`src/rtl/simd_sat_alu_pipe.sv`:
```
// Two-stage packed-SIMD add/subtract with per-group signed/unsigned saturation,
// sticky per-lane overflow status and a saturating saturation-event counter.
module simd_sat_alu_pipe #(
   parameter  int LANES  = 4,
   parameter  int LANE_W = 4,
   parameter  int CNT_W  = 16,
   localparam int WS     = $clog2(LANES),
   localparam int W      = LANES * LANE_W
) (
   input  logic             clk,
   input  logic             rst,
   input  logic             in_valid,
   output logic             in_ready,
   input  logic [W-1:0]     in_a,
   input  logic [W-1:0]     in_b,
   input  logic [WS-1:0]    in_width,
   input  logic             in_sub,
   input  logic             in_sat,
   input  logic             in_uns,
   output logic             out_valid,
   input  logic             out_ready,
   output logic [W-1:0]     out_result,
   output logic [LANES-1:0] out_ovf,
   output logic [LANES-1:0] ovf_sticky,
   input  logic             clr_sticky,
   output logic [CNT_W-1:0] sat_count
);

   localparam logic [CNT_W-1:0] CNT_MAX = '1;

   logic             s1_valid;
   logic [W-1:0]     s1_a;
   logic [W-1:0]     s1_b;
   logic [WS-1:0]    s1_width;
   logic             s1_sub;
   logic             s1_sat;
   logic             s1_uns;

   logic             s2_valid;
   logic [W-1:0]     s2_result;
   logic [LANES-1:0] s2_ovf;
   logic             s2_evt;
   logic             s2_ready;
   logic             deliver;

   logic [WS-1:0]    g_mask;
   logic [LANES-1:0] grp_lo;
   logic [LANES-1:0] grp_hi;
   logic [W-1:0]     raw_sum;
   logic [W-1:0]     sat_result;
   logic [LANES-1:0] lane_ovf;
   logic             sat_evt;

   logic [LANES-1:0] sticky_nxt;
   logic [CNT_W-1:0] cnt_nxt;

   assign s2_ready = !s2_valid || out_ready;
   assign in_ready = !s1_valid || s2_ready;
   assign deliver  = s2_valid && out_ready;

   always_ff @(posedge clk or posedge rst) begin
      if (rst) begin
         s1_valid <= 1'b0;
         s1_a     <= '0;
         s1_b     <= '0;
         s1_width <= '0;
         s1_sub   <= 1'b0;
         s1_sat   <= 1'b0;
         s1_uns   <= 1'b0;
      end else if (in_ready) begin
         s1_valid <= in_valid;
         if (in_valid) begin
            s1_a     <= in_a;
            s1_b     <= in_b;
            s1_width <= in_width;
            s1_sub   <= in_sub;
            s1_sat   <= in_sat;
            s1_uns   <= in_uns;
         end
      end
   end

   // Lane-index mask for the group; widths beyond log2(LANES) saturate to all ones.
   always_comb begin
      g_mask = '0;
      for (int k = 0; k < WS; k++) begin
         if (k < int'(s1_width)) g_mask[k] = 1'b1;
      end
      grp_lo = '0;
      grp_hi = '0;
      for (int i = 0; i < LANES; i++) begin
         grp_lo[i] = ((WS'(i) & g_mask) == '0);
         grp_hi[i] = ((WS'(i) & g_mask) == g_mask);
      end
   end

   always_comb begin
      logic             carry;
      logic             msb_cin;
      logic [LANE_W-1:0] lb;
      logic [LANE_W:0]   lsum;
      raw_sum  = '0;
      lane_ovf = '0;
      carry    = 1'b0;
      msb_cin  = 1'b0;
      lb       = '0;
      lsum     = '0;
      for (int i = 0; i < LANES; i++) begin
         lb = s1_b[i*LANE_W +: LANE_W] ^ {LANE_W{s1_sub}};
         if (grp_lo[i]) carry = s1_sub;
         lsum = {1'b0, s1_a[i*LANE_W +: LANE_W]} + {1'b0, lb} + {{LANE_W{1'b0}}, carry};
         msb_cin = s1_a[i*LANE_W + LANE_W - 1] ^ lb[LANE_W-1] ^ lsum[LANE_W-1];
         raw_sum[i*LANE_W +: LANE_W] = lsum[LANE_W-1:0];
         if (grp_hi[i]) begin
            lane_ovf[i] = s1_uns ? (lsum[LANE_W] ^ s1_sub) : (msb_cin ^ lsum[LANE_W]);
         end
         carry = lsum[LANE_W];
      end
   end

   // Walk lanes MS to LS so each lane inherits its group's flag and A sign.
   always_comb begin
      logic grp_o;
      logic grp_sign;
      sat_result = raw_sum;
      grp_o      = 1'b0;
      grp_sign   = 1'b0;
      for (int i = LANES - 1; i >= 0; i--) begin
         if (grp_hi[i]) begin
            grp_o    = lane_ovf[i];
            grp_sign = s1_a[i*LANE_W + LANE_W - 1];
         end
         if (s1_sat && grp_o) begin
            if (s1_uns) begin
               sat_result[i*LANE_W +: LANE_W] = {LANE_W{!s1_sub}};
            end else if (grp_hi[i]) begin
               sat_result[i*LANE_W +: LANE_W] = {grp_sign, {(LANE_W-1){!grp_sign}}};
            end else begin
               sat_result[i*LANE_W +: LANE_W] = {LANE_W{!grp_sign}};
            end
         end
      end
      sat_evt = s1_sat && (|lane_ovf);
   end

   always_ff @(posedge clk or posedge rst) begin
      if (rst) begin
         s2_valid  <= 1'b0;
         s2_result <= '0;
         s2_ovf    <= '0;
         s2_evt    <= 1'b0;
      end else if (s2_ready) begin
         s2_valid <= s1_valid;
         if (s1_valid) begin
            s2_result <= sat_result;
            s2_ovf    <= lane_ovf;
            s2_evt    <= sat_evt;
         end
      end
   end

   // Clear applies before the delivering beat so that beat's event is kept.
   always_comb begin
      sticky_nxt = clr_sticky ? '0 : ovf_sticky;
      cnt_nxt    = clr_sticky ? '0 : sat_count;
      if (deliver) begin
         sticky_nxt = sticky_nxt | s2_ovf;
         if (s2_evt && (cnt_nxt != CNT_MAX)) cnt_nxt = cnt_nxt + CNT_W'(1);
      end
   end

   always_ff @(posedge clk or posedge rst) begin
      if (rst) begin
         ovf_sticky <= '0;
         sat_count  <= '0;
      end else begin
         ovf_sticky <= sticky_nxt;
         sat_count  <= cnt_nxt;
      end
   end

   assign out_valid  = s2_valid;
   assign out_result = s2_result;
   assign out_ovf    = s2_ovf;

endmodule

```
`config.mk`:
```
export PLATFORM = sky130hd
export DESIGN_NAME = simd_sat_alu_pipe
export DESIGN_NICKNAME = d
export VERILOG_FILES = /design/src/rtl/simd_sat_alu_pipe.sv
export SDC_FILE = /design/constraint.sdc
export NUM_CORES = 1
export LEC_CHECK = 0
export ABC_CLOCK_PERIOD_IN_PS = 8900
export CAP_MARGIN = 30
export CORE_MARGIN = 3
export CORE_UTILIZATION = 30
export CTS_CLUSTER_SIZE = 24
export DETAILED_ROUTE_END_ITERATION = 16
export PLACE_DENSITY = 0.62
export SLEW_MARGIN = 40
export SYNTH_ARGS = -nofsm -noshare
export SYNTH_HDL_FRONTEND = slang
export SYNTH_SLANG_ARGS = --single-unit
```
`constraint.sdc`:
```
create_clock -name clk -period 8.9 [get_ports clk]
set_input_delay 1.335 -clock clk [delete_from_list [all_inputs] [get_ports clk]]
set_output_delay 1.335 -clock clk [all_outputs]
set_load 0.02 [all_outputs]
```
Word-level counts from Yosys, hierarchy flattened
Index checks and enable logic that the tools add are counted.
W data, S select, Z words.
- bits in registers: 80
- input bits: 42
- output and inout port bits: 42
- add/subtract/negate cells: 9
- $lt $le $gt $ge: 2
- eq/ne operators: 1
- muxes and demuxes: 34
- bitwise gates (word level): 21
- reductions and logical operators: 22
- operator list (operator ; count):
    $mux W4 ; 13
    $mux W16 ; 3
    $add A4 B4 Y5 ; 4
    $add A5 B1 Y5 ; 4
    $mux W1 ; 18
    $add A16 B1 Y16 const B ; 1
    $ne A16 B16 Y1 const B ; 1
    $xor A1 B1 Y1 ; 16
    $xor A4 B4 Y4 ; 4
    $logic_and A1 B1 Y1 ; 7
    $logic_not A1 Y1 ; 7
    $logic_not A2 Y1 ; 3
    $lt A1 B2 Y1 const A ; 2
    $or A4 B4 Y4 ; 1
    $reduce_and A2 Y1 ; 2
    $reduce_or A4 Y1 ; 1
    $logic_or A1 B1 Y1 ; 2

Longest topological paths before layout
- depth in word-level cells: 17
- gate-level depth with buffers: 29

Worst setup path before layout
No wires, ideal clock.
- path kind: flip-flop to flip-flop
- start: register s1_sub
- end: register s2_result[1], in the netlist out_result[1]
- data arrival time: 6.595 ns
- data required time: 8.779 ns
- path slack: 2.184 ns
- cell stages (with the launch flop): 30
- path buffers: 2
- clock period less this slack: 6.716 ns
- cells stage by stage: dfrtp_1 buf_1 buf_1 xor2_1 ha_1 nor2b_1 o21a_1 nor3_1 o21bai_1 fa_1 fa_1 nand2b_1 a21oi_1 mux2i_1 fa_1 fa_1 nor2b_1 o21ai_0 nand2b_1 mux2_2 fa_1 inv_1 fa_1 nand2b_1 a21oi_1 xor2_2 nand3_2 a21o_1 a31o_2 o22a_1
- word-level cells in the longest chain between the ends: 17
- elaborated cells on any way between the ends: 45
- classes of those cells: 8 x add/sub; 15 x mux; 20 x bitwise; 2 x reduce/logical
- RTL lines (what ; RTL line ; source):
    from (decl) ; 35 ; logic s1_sub;
    from (signal assigned) ; 76 ; s1_sub <= in_sub;
    $xor A4 B4 Y4 ; 109 ; lb = s1_b[i*LANE_W +: LANE_W] ^ {LANE_W{s1_sub}};
    $add A4 B4 Y5 ; 111 ; lsum = {1'b0, s1_a[i*LANE_W +: LANE_W]} + {1'b0, lb} + {{LANE_W{1'b0}}, carry};
    $add A5 B1 Y5 ; 111 ;
    $mux W1 ; 110 ; if (grp_lo[i]) carry = s1_sub;
    $add A5 B1 Y5 ; 111 ;
    $mux W1 ; 110 ;
    $add A5 B1 Y5 ; 111 ;
    $mux W1 ; 110 ;
    $add A5 B1 Y5 ; 111 ;
    $xor A1 B1 Y1 ; 112 ; msb_cin = s1_a[i*LANE_W + LANE_W - 1] ^ lb[LANE_W-1] ^ lsum[LANE_W-1];
    $xor A1 B1 Y1 ; 115 ; lane_ovf[i] = s1_uns ? (lsum[LANE_W] ^ s1_sub) : (msb_cin ^ lsum[LANE_W]);
    $mux W1 ; 115 ;
    $mux W1 (3 in series) ; 129 ; if (grp_hi[i]) begin
    $logic_and A1 B1 Y1 ; 133 ; if (s1_sat && grp_o) begin
    $mux W4 (*) ; 133 ;
    to (signal assigned) ; 155 ; s2_result <= sat_result;
    to (decl) ; 40 ; logic [W-1:0] s2_result;
Every way passes the cells marked *; elsewhere a longest branch is shown, timed or not.
A chain may end at the register's enable or synchronous reset.

Worst setup path in the final report
Same ends and word-level chain as after synthesis.

==> reports/qor.csv <==
stage,metric,value,unit
route,wl_per_cell,14.4,um
timing,hold_viol,0,
global_route,grt_pass1_vias,3212,
synth,yosys_register_bits,80,
synth,ys_warn_count,0,
job,maxCapViolCount,0,
min_path,hp-start,out_result[13],
route,antenna_left,0,
synth,synth_area_leaders,"dfrtp_1 46%, mux2_2 10%, xor2_1 4.0%",
setup_path,path_common_cell,fa_1,
route,firstDrtPassIters,4,
place,hpwl,7.33,mm
route,routed_via_density,4.79,
timing,worst_pin_slew,0.688,ns
clock_tree,clkLatencyLatePin,0.34,ns
clock_tree,cts_buffer_depth,2,
setup_path,startpoint,s1_sub,
global_route,track_usage,12.7,%
setup_path,critical_path_class,flop to flop,
floorplanning,die-area,0.0161,sq mm
place,port_buffers,83,
synth,synth_top_area_cell,dfrtp_1,
clock_tree,cts_resized,0,
min_path,hp-class,flop to flop,
timing,max_slew_margin,54.0,%
clock_tree,h-tree-depth,3,
setup_path,cp.arrival,6.98,ns
synth,synthArstFlopShare,100,%
route,first_iter_violations,105,
clock_tree,clock_sinks,80,
route,remaining_drc_errors,0,
floorplanning,initial_core_util,31.1,%
synth,syn_area,0.00438,sq mm
timing,drv_slew,0,
timing,hold_ws,0.476,ns
synth,synth-main-ff-cell,dfrtp_1,
synth,synth_area_per_cell,10.6,sq um
timing,setup_viol,0,
timing,timing.final.crit_share,75.9,%
synth,yosysSeqAreaShare,45.7,%
layout,finalNetCount,559,
layout,multi_input_area,0.00225,sq mm
synth,postSynthCellCount,412,
layout,utilization,40.5,%
synth,synth_cell_types,52,
global_route,grt_overflow,0,
global_route,grt_max_degree,81,
global_route,antenna_found_initial,0,
setup_path,cpMaxStageDelayCell,fa_1,
pwr,cellPowerDensity,256,mW/mm^2
synth,synth_edf_count,0,
setup_path,cp.required,9.13,ns
layout,drive_gt1_share,12.8,%
route,dr_total_vias,3264,
floorplanning,dieWidth,127,um
run_status,status,completed,
timing,fin_skew,0.00547,ns
pwr,total_power,1460,uW
setup_path,cp_max_fo,21,
layout,antenna_cells,0,
pwr,ir_worst_vdd,122,uV
synth,synth_nets,474,
floorplanning,fp-row-count,43,
timing,rsz0062_at_grt,no,
clock_tree,cts_tree,done,
clock_tree,cts_setup_buffers,0,
clock_tree,cts-root-buf,clkbuf_16,
synth,yosysTopAreaCellShare,45.7,%
clock_tree,cts.reportedPaths.clkPinSlew,0.05,ns
pwr,p_leak,0.00242,uW
layout,fillers,1383,
timing,timing.setup.tns,0,ns
route,wl,9.78,mm
layout,area_delta_synth_final,30.4,%
floorplanning,ioPinCount,84,
setup_path,startpoint_type,flop,
timing,min_period,6.75,ns
setup_path,crit_path_max_incr_delay,0.42,ns
floorplanning,core,0.0141,sq mm
setup_path,r2r-start,s1_sub,
global_route,grt_pass1_wl,16.3,mm
place,place.gp.congestion,0.790,
clock_tree,cts_hold_buf,0,
setup_path,critPathCaptureType,flop,
layout,regArea,0.00200,sq mm
clock_tree,cts_inserted_buffers,9,
timing,fmax,0.148,GHz
floorplanning,die_h,127,um
power breakdown:
part | internal, uW | total [uW] | switching (uW)
Combinational | 298 | 615 | 318
Sequential | 443 | 507 | 63.9
Clock | 203 | 340 | 137
Total | 944 | 1460 | 518
per-stage QoR:
step	setup slack [ns]	std cells	cell area (sq um)
2_1_floorplan	2.18	412	4380
3_3_place_gp	2.39	665	5410
3_5_place_dp	2.15	665	5410
4_1_cts	2.12	680	5680
5_1_grt	1.63	681	5710
6_report	2.15	681	5710
worst paths after layout:
kind	to	cells after the start	slack (ns)
max in group asynchronous	out_result[2]	4	7.01
worst min-delay path	out_result[13]	2	0.48
worst max-delay path	out_result[1]	28	2.15
min in group asynchronous	ovf_sticky[3]	3	1.32
worst max register to register	out_result[1]	28	2.15
worst min register to register	out_result[13]	2	0.48
metal layers:
layer  part of all wire [%]  up-vias  track usage [%]  wire, um
met5                      0        -                0         0
met4                    1.9        0             4.92       188
met3                    5.6       14             4.34       545
met2                     45       84             19.1      4440
met1                     47     1566             17.0      4600
li1                       -     1600                -         -
critical path, delay by kind of cell, from the launching register on:
family                     cells  cell delay [ns]
adders and majority gates      7             2.60
AOI/OAI and AO/OA              8             1.62
and+or+nand+nor                7             0.92
xor gates and xnor gates       2             0.49
DFF                            1             0.40
muxes                          2             0.32
buffers and inverters          2             0.30
sequential cells by signal (all words and copies together) (netlist names):
signal / flops
s2_evt: 1
out_result: 16
sat_count: 16
s1_sub: 1
ovf_sticky: 4
s1_a: 16
s1_sat: 1
s1_valid: 1
s1_uns: 1
s1_b: 16
out_ovf: 4
s1_width: 2
out_valid: 1
layout make-up:
| type | count | area share (%) |
|---|---|---|
| Tap cell | 180 | 3.94 |
| Clock buffer | 15 | 4.69 |
| Inverter | 20 | 1.34 |
| Sequential cell | 80 | 35.1 |
| Multi-Input combinational cell | 299 | 39.5 |
| Timing Repair Buffer | 87 | 15.5 |
cells in the mapped netlist, types with 5 or more instances:
master	n
nand2b_1	8
mux2i_1	6
nand2_1	40
ha_1	13
and2_1	5
clkbuf_1	9
o21ai_0	24
mux2_2	39
dfrtp_1	80
nand3_1	7
inv_1	20
nor2b_1	13
fa_1	7
a31oi_1	5
nor2_1	24
xor2_1	20
a21oi_1	13
xnor2_1	18
cell families after synthesis:
family	after synthesis	share of synthesized area (%)
xor+xnor	39	7.97
compound gates	69	10.4
fa+ha+maj	20	6.91
mux	45	11.4
buf+inv	33	2.89
flops	80	45.7
simple gates	126	14.7
placed cells by master (no fill, tap or decap), drive strengths merged, types with 2 or more instances in the layout:
cell           instances
xnor2                 18
o22a                   2
and2                   6
ha                    13
and3                   3
o211ai                 2
mux2                  39
a311oi                 3
clkdlybuf4s50         83
nor3                   4
nand4                  3
a21boi                 2
inv                   19
mux2i                  6
dfrtp                 80
buf                    4
nand3b                 2
o21ai                 25
nand2                 40
a32o                   4
nand3                  8
nor2                  24
fa                     7
and2b                  2
nor4                   2
a21o                   2
nor2b                 13
a31oi                  5
a21oi                 13
xor2                  21
nand2b                 8
or3                    4
a31o                   2
and4                   3
clkbuf                15
(Power assumes the default switching activity.)
==> edit, RTL diff (config.mk and constraints unchanged) <==
`LANE_W`: 4 -> 3.
--- a/src/rtl/simd_sat_alu_pipe.sv
+++ b/src/rtl/simd_sat_alu_pipe.sv
@@ -2,7 +2,7 @@
 // sticky per-lane overflow status and a saturating saturation-event counter.
 module simd_sat_alu_pipe #(
    parameter  int LANES  = 4,
-   parameter  int LANE_W = 4,
+   parameter  int LANE_W = 3,
    parameter  int CNT_W  = 16,
    localparam int WS     = $clog2(LANES),
    localparam int W      = LANES * LANE_W
Interface: changed (resized in_a, in_b and out_result); port bits go from 84 to 72. The function was not compared with the original's and may differ.
==> edit against the unedited design <==
  * Total power fell by 17%
  * Sequential share of layout area fell by 0.51 points
  * Area after synthesis fell by 14%
  * Global-route usage fell by 0.073 points
  * Final area fell by 14%
  * Worst setup slack improved by 0.70 ns
  * First-iteration DRC count rose by 140%
  * Routed wire length fell by 13%
  * Sequential cell count fell by 12
  * Critical endpoint is now out_result[3]$_DFFE_PP0P_
==> edit: results (changes against the unedited design) <==
* Outcome: completed
* Non-clock buffer area fraction after layout at 14.9% (-0.61 points)
* Maximum fanout along the worst path at 19 (-9.5%)
* Placed cell count at 588 (-12%)
* Largest net degree at the start of global routing at 42 (-48%)
* HPWL after DPL at 6.60 mm (-10%)
* P_leak at 2.02 nW (-16%)
* Worst clock skew at 0.00748 ns (+0.00202 ns)
* Worst Hold End: out_result[9]$_DFFE_PP0P_
* Final RePlAce weighted congestion at 0.862 (+9.1%)
* Violation count after the first detailed-route iteration at 256 (+140%)
* Syn_nets at 410 (-14%)
* First-pass GRT wire length at 14.6 mm (-11%)
* Area fraction of clock buffers and clock inverters at 5.64% (+0.95 points)
* Netlist cell types at 50 (-3.8%)
* Delay of the slowest critical-path stage at 0.86 ns (+0.44 ns)
* Total number of vias at 2837 (-13%)
* Number of global-route vias before repair at 2891 (-10%)
* Number of synthesized register bits at 68 (-15%)
* Area Overhead vs Synth at 30.5% (about the same)
* Port-buffer cells at 71 (-14%)
* Count of filler cells inserted in the layout at 1208 (-13%)
* Share of post-route cells with drive strength above 1 at 15.0% (+2.2 points)
* Count of non-CTS buffers in the layout at 73 (-16%)
* Final Worst Setup Slack at 2.84 ns (+0.696 ns)
* Multi-input logic portion of the cell area at 39.1% (-0.34 points)
* Met2 track demand over resource in global routing at 20.4% (+1.3 points)
* Amount of wire on met2 after detailed routing at 4.05 mm (-8.9%)
* Final #Nets at 481 (-14%)
* Register share of the cell area at 34.6% (-0.51 points)
* Synthesized area divided by synthesized cell count at 10.5 sq um (-1.3%)
* GR Layer Usage met3 at 3.40% (-0.94 points)
* Worst-case hold slack at 0.482 ns (+0.00638 ns)
* Met3 layer wire length in the routed design at 418 um (-23%)
* Placed instance area at 4650 sq um (-14%)
* Critical path's slowest cell: sky130_fd_sc_hd__dfrtp_1
* Hold path startpoint: out_result[9]$_DFFE_PP0P_
* Actual transition at the worst max-transition pin at 0.803 ns (+0.116 ns)
* Share of the yosys chip area belonging to registers at 45.1% (-0.64 points)
* Tot GR Track Use at 12.6% (-0.073 points)
edit: cell types whose count changed after synthesis, sizes merged, moves of 5 or more:
cell,change
dfrtp,-12
xor2,-8
nand2,-6
and2,-5
mux2i,-5
nand4,+5
nor2b,-5
edit: kinds of logic (layout without fill, tap and decap cells):
| kind of cell | after synthesis | count (layout) | synth area share, % |
|---|---|---|---|
| flops | 68 | 68 | 45.1 |
| mux | 37 | 37 | 11.0 |
| buf+inv | 33 | 107 | 3.94 |
| fa+ha+maj | 16 | 16 | 6.70 |
| simple gates | 120 | 120 | 17.2 |
| xor+xnor | 31 | 31 | 7.19 |
| compound gates | 55 | 55 | 8.88 |
edit: worst min-delay path: cells and delay by family (launching register included):
kind / cells / cell delay, ns
flops: 1 / 0.34
compound gates: 1 / 0.06
simple gates: 1 / 0.05
edit: power by group:
part | leakage [nW] | internal, mW | switching, mW
combinational | 1.05 | 0.226 | 0.234
clock | 0.134 | 0.208 | 0.122
sequential | 0.844 | 0.372 | 0.0552
